`config.mk`:
```
export PLATFORM = sky130hd
export DESIGN_NAME = qsn_shift_sequencer_flat
export DESIGN_NICKNAME = d
export VERILOG_FILES = /design/src/rtl/qsn_shift_sequencer_if.sv /design/src/rtl/qsn_shift_sequencer.sv /design/src/flat_wrapper.sv
export SDC_FILE = /design/constraint.sdc
export NUM_CORES = 1
export LEC_CHECK = 0
export ABC_AREA = 1
export CELL_PAD_IN_SITES_DETAIL_PLACEMENT = 1
export CELL_PAD_IN_SITES_GLOBAL_PLACEMENT = 1
export CORE_MARGIN = 4
export CORE_UTILIZATION = 41
export DETAILED_ROUTE_END_ITERATION = 8
export PLACE_DENSITY = 0.76
export SYNTH_ARGS = -nofsm -noshare
export SYNTH_HDL_FRONTEND = slang
export SYNTH_SLANG_ARGS = --single-unit
```
`constraint.sdc`:
```
create_clock -name sys_clk -period 4.7 [get_ports sys_clk]
set_clock_uncertainty 0.05 [all_clocks]
set_input_delay 0.94 -clock sys_clk [delete_from_list [all_inputs] [get_ports sys_clk]]
set_output_delay 0.94 -clock sys_clk [all_outputs]
set_load 0.01 [all_outputs]
```
`src/rtl/qsn_shift_sequencer_if.sv`:
```
// Handshake and select bundle between the QSN shift sequencer and its configuration/control
// master; the master modport drives the config and control inputs.
interface qsn_shift_sequencer_if #(
  parameter int unsigned CHECK_PARALLELISM     = 255,
  parameter int unsigned BITWIDTH_SHIFT_FACTOR = $clog2(CHECK_PARALLELISM - 1),
  parameter int unsigned LAYER_NUM             = 4,
  parameter int unsigned SUB_NUM               = 3
);
  localparam int unsigned AddrW  = (LAYER_NUM * SUB_NUM > 1) ? $clog2(LAYER_NUM * SUB_NUM) : 1;
  localparam int unsigned LayerW = (LAYER_NUM > 1) ? $clog2(LAYER_NUM) : 1;

  logic                             cfg_we;
  logic [AddrW-1:0]                 cfg_addr;
  logic [BITWIDTH_SHIFT_FACTOR+1:0] cfg_data;
  logic                             start;
  logic [LayerW-1:0]                layer_id;
  logic                             stall;
  logic                             err_clr;
  logic [BITWIDTH_SHIFT_FACTOR-1:0] shift_factor;
  logic                             sw_in_src;
  logic [2:0]                       sw_in_bit0_src;
  logic                             sel_valid;
  logic                             out_valid;
  logic                             busy;
  logic                             layer_done;
  logic [1:0]                       err_flags;

  modport master (
    output cfg_we, cfg_addr, cfg_data, start, layer_id, stall, err_clr,
    input  shift_factor, sw_in_src, sw_in_bit0_src, sel_valid, out_valid, busy, layer_done,
           err_flags
  );

  modport slave (
    input  cfg_we, cfg_addr, cfg_data, start, layer_id, stall, err_clr,
    output shift_factor, sw_in_src, sw_in_bit0_src, sel_valid, out_valid, busy, layer_done,
           err_flags
  );
endinterface

```
`src/rtl/qsn_shift_sequencer.sv`:
```
// Issues per-layer shift/select entries to the shared QSN, one per cycle, and tracks the
// permutation latency to produce an aligned out_valid and a layer completion pulse.
module qsn_shift_sequencer #(
  parameter int unsigned CHECK_PARALLELISM     = 255,
  parameter int unsigned BITWIDTH_SHIFT_FACTOR = $clog2(CHECK_PARALLELISM - 1),
  parameter int unsigned LAYER_NUM             = 4,
  parameter int unsigned SUB_NUM               = 3,
  parameter int unsigned PERM_LATENCY          = 3
) (
  input logic                 sys_clk,
  input logic                 rstn,
  qsn_shift_sequencer_if.slave bus
);
  localparam int unsigned Entries = LAYER_NUM * SUB_NUM;
  localparam int unsigned AddrW   = (Entries > 1) ? $clog2(Entries) : 1;
  localparam int unsigned LayerW  = (LAYER_NUM > 1) ? $clog2(LAYER_NUM) : 1;
  localparam int unsigned SubW    = (SUB_NUM > 1) ? $clog2(SUB_NUM) : 1;
  localparam int unsigned EntryW  = BITWIDTH_SHIFT_FACTOR + 2;

  typedef enum logic [1:0] {StIdle, StIssue, StDrain} state_e;

  // Asserts asynchronously, releases two clocks after rstn rises.
  logic [1:0] rst_sync_q;
  logic       rst_n;

  always_ff @(posedge sys_clk or negedge rstn) begin
    if (!rstn) rst_sync_q <= 2'b00;
    else       rst_sync_q <= {rst_sync_q[0], 1'b1};
  end
  assign rst_n = rst_sync_q[1];

  state_e                           state_q, state_d;
  logic [LayerW-1:0]                layer_q, layer_d, rd_layer;
  logic [SubW-1:0]                  sub_q, sub_d, rd_sub;
  logic [EntryW-1:0]                table_q [Entries];
  logic [AddrW-1:0]                 rd_idx;
  logic [EntryW-1:0]                rd_entry;
  logic [BITWIDTH_SHIFT_FACTOR-1:0] rd_shift, shift_q, shift_d;
  logic [1:0]                       rd_code;
  logic                             src_q, src_d;
  logic [2:0]                       bit0_q, bit0_d;
  logic                             sel_valid_q, sel_valid_d;
  logic [PERM_LATENCY-1:0]          pipe_q, pipe_d;
  logic [PERM_LATENCY:0]            line;
  logic                             done_q, done_d;
  logic [1:0]                       err_q, err_d;
  logic                             issue_en, bad_shift, busy, tbl_we;

  assign busy   = (state_q != StIdle);
  assign tbl_we = bus.cfg_we && !busy && (32'(bus.cfg_addr) < Entries);
  assign line   = {pipe_q, sel_valid_q};
  assign pipe_d = line[PERM_LATENCY-1:0];

  always_comb begin
    state_d  = state_q;
    layer_d  = layer_q;
    sub_d    = sub_q;
    done_d   = 1'b0;
    issue_en = 1'b0;
    rd_layer = layer_q;
    rd_sub   = sub_q;
    unique case (state_q)
      StIdle: begin
        if (bus.start) begin
          // The first entry is registered on the start edge so sel_valid follows by one cycle.
          layer_d  = bus.layer_id;
          rd_layer = bus.layer_id;
          rd_sub   = '0;
          sub_d    = '0;
          state_d  = StIssue;
          if (!bus.stall) begin
            issue_en = 1'b1;
            if (SUB_NUM == 1) state_d = StDrain;
            else              sub_d   = SubW'(1);
          end
        end
      end
      StIssue: begin
        if (!bus.stall) begin
          issue_en = 1'b1;
          if (sub_q == SubW'(SUB_NUM - 1)) state_d = StDrain;
          else                             sub_d   = sub_q + SubW'(1);
        end
      end
      StDrain: begin
        // Leave once nothing will remain in flight after this edge.
        if (pipe_d == '0) begin
          state_d = StIdle;
          done_d  = 1'b1;
        end
      end
      default: state_d = StIdle;
    endcase

    rd_idx    = AddrW'(32'(rd_layer) * SUB_NUM + 32'(rd_sub));
    rd_entry  = table_q[rd_idx];
    rd_shift  = rd_entry[EntryW-1:2];
    rd_code   = rd_entry[1:0];
    bad_shift = (32'(rd_shift) >= CHECK_PARALLELISM);

    sel_valid_d = 1'b0;
    shift_d     = '0;
    src_d       = 1'b0;
    bit0_d      = 3'b001;
    if (issue_en) begin
      sel_valid_d = 1'b1;
      shift_d     = bad_shift ? '0 : rd_shift;
      case (rd_code)
        2'd1: begin
          src_d  = 1'b1;
          bit0_d = 3'b010;
        end
        2'd2: begin
          src_d  = 1'b1;
          bit0_d = 3'b100;
        end
        default: ;
      endcase
    end else if (state_q == StIssue && bus.stall) begin
      shift_d = shift_q;
      src_d   = src_q;
      bit0_d  = bit0_q;
    end

    err_d = (bus.err_clr ? 2'b00 : err_q) |
            {bus.cfg_we & busy, issue_en & (bad_shift | (rd_code == 2'b11))};
  end

  always_ff @(posedge sys_clk or negedge rst_n) begin
    if (!rst_n) begin
      state_q     <= StIdle;
      layer_q     <= '0;
      sub_q       <= '0;
      shift_q     <= '0;
      src_q       <= 1'b0;
      bit0_q      <= 3'b001;
      sel_valid_q <= 1'b0;
      pipe_q      <= '0;
      done_q      <= 1'b0;
      err_q       <= 2'b00;
    end else begin
      state_q     <= state_d;
      layer_q     <= layer_d;
      sub_q       <= sub_d;
      shift_q     <= shift_d;
      src_q       <= src_d;
      bit0_q      <= bit0_d;
      sel_valid_q <= sel_valid_d;
      pipe_q      <= pipe_d;
      done_q      <= done_d;
      err_q       <= err_d;
    end
  end

  always_ff @(posedge sys_clk or negedge rst_n) begin
    if (!rst_n) begin
      for (int i = 0; i < int'(Entries); i++) table_q[i] <= '0;
    end else if (tbl_we) begin
      table_q[bus.cfg_addr] <= bus.cfg_data;
    end
  end

  assign bus.shift_factor   = shift_q;
  assign bus.sw_in_src      = src_q;
  assign bus.sw_in_bit0_src = bit0_q;
  assign bus.sel_valid      = sel_valid_q;
  assign bus.out_valid      = pipe_q[PERM_LATENCY-1];
  assign bus.busy           = busy;
  assign bus.layer_done     = done_q;
  assign bus.err_flags      = err_q;
endmodule

```
`src/flat_wrapper.sv`:
```
// flat-port wrapper written by rule: the top's interface ports become plain ports
module qsn_shift_sequencer_flat 
#(
  parameter int unsigned CHECK_PARALLELISM     = 255,
  parameter int unsigned BITWIDTH_SHIFT_FACTOR = $clog2(CHECK_PARALLELISM - 1),
  parameter int unsigned LAYER_NUM             = 4,
  parameter int unsigned SUB_NUM               = 3,
  parameter int unsigned PERM_LATENCY          = 3
)
  (sys_clk, rstn, bus_cfg_we, bus_cfg_addr, bus_cfg_data, bus_start, bus_layer_id, bus_stall, bus_err_clr, bus_shift_factor, bus_sw_in_src, bus_sw_in_bit0_src, bus_sel_valid, bus_out_valid, bus_busy, bus_layer_done, bus_err_flags);
  qsn_shift_sequencer_if #(.CHECK_PARALLELISM(CHECK_PARALLELISM), .BITWIDTH_SHIFT_FACTOR(BITWIDTH_SHIFT_FACTOR), .LAYER_NUM(LAYER_NUM), .SUB_NUM(SUB_NUM)) bus_i ();
  input logic sys_clk;
  input logic rstn;
  input wire logic [$bits(bus_i.cfg_we)-1:0] bus_cfg_we;
  input wire logic [$bits(bus_i.cfg_addr)-1:0] bus_cfg_addr;
  input wire logic [$bits(bus_i.cfg_data)-1:0] bus_cfg_data;
  input wire logic [$bits(bus_i.start)-1:0] bus_start;
  input wire logic [$bits(bus_i.layer_id)-1:0] bus_layer_id;
  input wire logic [$bits(bus_i.stall)-1:0] bus_stall;
  input wire logic [$bits(bus_i.err_clr)-1:0] bus_err_clr;
  output wire logic [$bits(bus_i.shift_factor)-1:0] bus_shift_factor;
  output wire logic [$bits(bus_i.sw_in_src)-1:0] bus_sw_in_src;
  output wire logic [$bits(bus_i.sw_in_bit0_src)-1:0] bus_sw_in_bit0_src;
  output wire logic [$bits(bus_i.sel_valid)-1:0] bus_sel_valid;
  output wire logic [$bits(bus_i.out_valid)-1:0] bus_out_valid;
  output wire logic [$bits(bus_i.busy)-1:0] bus_busy;
  output wire logic [$bits(bus_i.layer_done)-1:0] bus_layer_done;
  output wire logic [$bits(bus_i.err_flags)-1:0] bus_err_flags;
  assign bus_i.cfg_we = bus_cfg_we;
  assign bus_i.cfg_addr = bus_cfg_addr;
  assign bus_i.cfg_data = bus_cfg_data;
  assign bus_i.start = bus_start;
  assign bus_i.layer_id = bus_layer_id;
  assign bus_i.stall = bus_stall;
  assign bus_i.err_clr = bus_err_clr;
  assign bus_shift_factor = bus_i.shift_factor;
  assign bus_sw_in_src = bus_i.sw_in_src;
  assign bus_sw_in_bit0_src = bus_i.sw_in_bit0_src;
  assign bus_sel_valid = bus_i.sel_valid;
  assign bus_out_valid = bus_i.out_valid;
  assign bus_busy = bus_i.busy;
  assign bus_layer_done = bus_i.layer_done;
  assign bus_err_flags = bus_i.err_flags;
  qsn_shift_sequencer #(.CHECK_PARALLELISM(CHECK_PARALLELISM), .BITWIDTH_SHIFT_FACTOR(BITWIDTH_SHIFT_FACTOR), .LAYER_NUM(LAYER_NUM), .SUB_NUM(SUB_NUM), .PERM_LATENCY(PERM_LATENCY)) u_core (.sys_clk(sys_clk), .rstn(rstn), .bus(bus_i));
endmodule
```
==> reports/results.txt <==
First-pass GRT wire length: 32700 um
Netlist cell types: 33
GRT overflow: 0
Worst-path cell chain: clkdlybuf4s50_1, inv_1, nor2_1, inv_1, nand2_1, nand2_1, fa_1, ha_1, fa_2, clkinvlp_4, o211ai_1, nand2_1, inv_1, ha_1, o21ai_0, o21a_1
Register clock-pin slew on the reported worst setup and hold paths: 60 ps
TritonCTS Buffers: 17
Max Cap Viol: 0
HP Class: reg -> async
Clock Root Buffer: clkbuf_16
FF+latch count, synth: 147
Family with the most delay on the worst path: adder cells
Type of the worst setup path: in -> reg
Final setup TNS: 0 ps
Die Width: 137 um
Die Y: 137 um
Final Slew Violations: 0
Vias per cell: 5.46
CP max stage delay: 660 ps
Core area: 16100 sq um
Mean Syn Cell Area: 8.26 sq um
Final Cycle Share: 90.6%
CTS Sinks: 147
Largest net degree at the start of global routing: 52
Syn nets: 855
Status: finished, final reports clean
Starting Density: 42.4%
WP buf/inv: 5
GPL Wtd Cong: 0.795
I/O pins: 40
CTS Buffer Depth: 2
Total GRT Usage: 22.9%
CP Data Required Time: 5020 ps
GR Util met2: 37.5%
R2R depth: 16
Clk_lat worst skew: 430 ps
Initial drt markers: 399
Ant. Diodes: 0
Final core occ: 49.1%
Post-synthesis cell area: 6810 sq um
Routed via count: 5840
Maximum achievable frequency: 235 MHz
Residual DRC: 0
Post-detail-place hpwl: 13400 um
H-tree levels: 4
Crit path max fanout: 8
Final net count: 870
Commonest non-fill, non-tap cell in the layout: nand2_1
Wirelength, routed: 20400 um
Setup crit end kind: flip-flop
Most Used Layer, Global Route: met2
Antenna viol nets, final: 0
Crit start category: input port
Area Overhead vs Synth: 15.7%
Met3 Track Usage GR: 4.19%
M1 GR Usage: 30.0%
Critical R2R Launch: u_core.state_q[1]$_DFFE_PN0P_
Layout cells sized above 1: 7.39%
Die area: 18700 sq um
Final setup fails: 0
Synth Instances: 825
Register area share after synthesis: 54.0%
Yosys warning count: 0
Reg2Reg Setup Slack: 790 ps
WL/cell: 19.1 um
CTS tree: yes
Max_slew headroom: 41.6%
Pre-antenna DRT Iters: 5
Minimum clock period: 4260 ps
RSZ-0062 raised after global routing: false
Crit path DAT: 4580 ps
Rows: 46
Final hold vios: 0
# port buffers: 39
Initial antenna violation count: 0
Commonest cells after routing, fill and taps aside: nand2_1 (303), dfrtp_1 (145), o21ai_0 (133)
Slowest stage cell, crit path: fa_2
Vias in the first global route: 6074
Cts hold-fix bufs: 0
Pin slew with the least headroom to its limit: 875 ps
R2r endpoint: u_core.bus.sw_in_src$_DFFE_PN0P_
==> timing repair <==
action / 4_1_cts / 5_1_grt
buffers inserted: 0 / 1
gates resized for setup: 0 / 3
endpoints found under the setup margin: 0 / 10
==> cell type report <==
type / instances / area [sq um]
Clock buffer: 17 / 425
Clock inverter: 15 / 206
Fill cell: 1918 / 8180
Inverter: 33 / 135
Multi-Input combinational cell: 585 / 2640
Sequential cell: 147 / 3680
Tap cell: 216 / 270
Timing Repair Buffer: 56 / 518
==> worst reg2reg max path, stage by stage (launching register included) <==
cell and delay (ps):
dfrtp_1 460, nor2_2 140, inv_1 100, nor2_1 210
inv_1 100, nand2_1 70, nand2_1 110, fa_1 510
ha_1 230, fa_2 670, clkinvlp_4 200, o211ai_1 210
nand2_1 90, inv_1 90, ha_1 220, o21ai_0 230
o21a_1 160
==> logic make-up after synthesis <==
family	count (synthesis)	synth area share, %
adder cells (fa/ha/maj)	8	1.69
other	1	0.0551
AND/OR/NAND/NOR	416	24.4
flip-flops	147	54.0
buffers and inverters	93	7.31
AO/OA/AOI/OAI	160	12.5
==> synthesized netlist by cell type, drive strengths merged <==
cell type  count  area, sq um
or3            1         6.26
dfrtp        146         3650
o211ai         2         15.0
a32o           1         10.0
fa             2         40.0
a22o           2         17.5
o22ai          4         25.0
clkbuf        26         97.6
o221ai         1         8.76
o31ai          2         15.0
inv           33          131
o21a           1         7.51
a211oi         3         27.5
conb           1         3.75
a21oi          4         20.0
nand2        305         1150
dfstp          1         26.3
a221o          1         10.0
o21ai        139          696
nand3         69          345
ha             6         75.1
nor2          41          161
buf           34          269
==> routing by layer <==
| metal | routed length (um) | up-vias |
|---|---|---|
| li1 | - | 2701 |
| met1 | 9040 | 2958 |
| met2 | 9810 | 136 |
| met3 | 850 | 45 |
| met4 | 678 | 0 |
| met5 | 0 | - |
==> registers in the layout, summed over array words and instances (netlist names) <==
name                       cells
u_core.bus.sw_in_bit0_src      3
u_core.table_q               120
u_core.pipe_q                  3
u_core.sub_q                   2
u_core.bus.shift_factor        8
u_core.state_q                 2
u_core.bus.layer_done          1
u_core.rst_sync_q              2
u_core.bus.sel_valid           1
u_core.layer_q                 2
u_core.bus.err_flags           2
u_core.bus.sw_in_src           1
==> metrics by stage <==
step / hold WS (ps) / cells / setup slack [ps] / instance area [sq um]
floorplan: 281 / 825 / 253 / 6810
global placement: 287 / 1036 / 119 / 7230
detailed placement: 289 / 1036 / -200 / 7230
CTS: 303 / 1068 / 180 / 7860
global route: 319 / 1069 / 109 / 7880
finish: 295 / 1069 / 442 / 7880
==> worst max-delay path by stage <==
| stage | start | end | slack, ps | cells after the start |
|---|---|---|---|---|
| after floorplan | u_core.rst_sync_q[1]$_DFF_PN0_ | u_core.bus.err_flags[0]$_DFF_PN0_ | 250 | 0 |
| after global placement | bus_start | u_core.bus.shift_factor[4]$_DFFE_PN0P_ | 120 | 18 |
| after detailed placement | bus_start | u_core.bus.shift_factor[3]$_DFFE_PN0P_ | -200 | 18 |
| after CTS | bus_start | u_core.bus.shift_factor[3]$_DFFE_PN0P_ | 180 | 18 |
| after global routing | bus_start | u_core.bus.sw_in_src$_DFFE_PN0P_ | 110 | 16 |
| final | bus_start | u_core.bus.sw_in_src$_DFFE_PN0P_ | 440 | 16 |
Power is not shown: default switching activity piles up to over one toggle a cycle in this logic, so the estimate is an artifact.
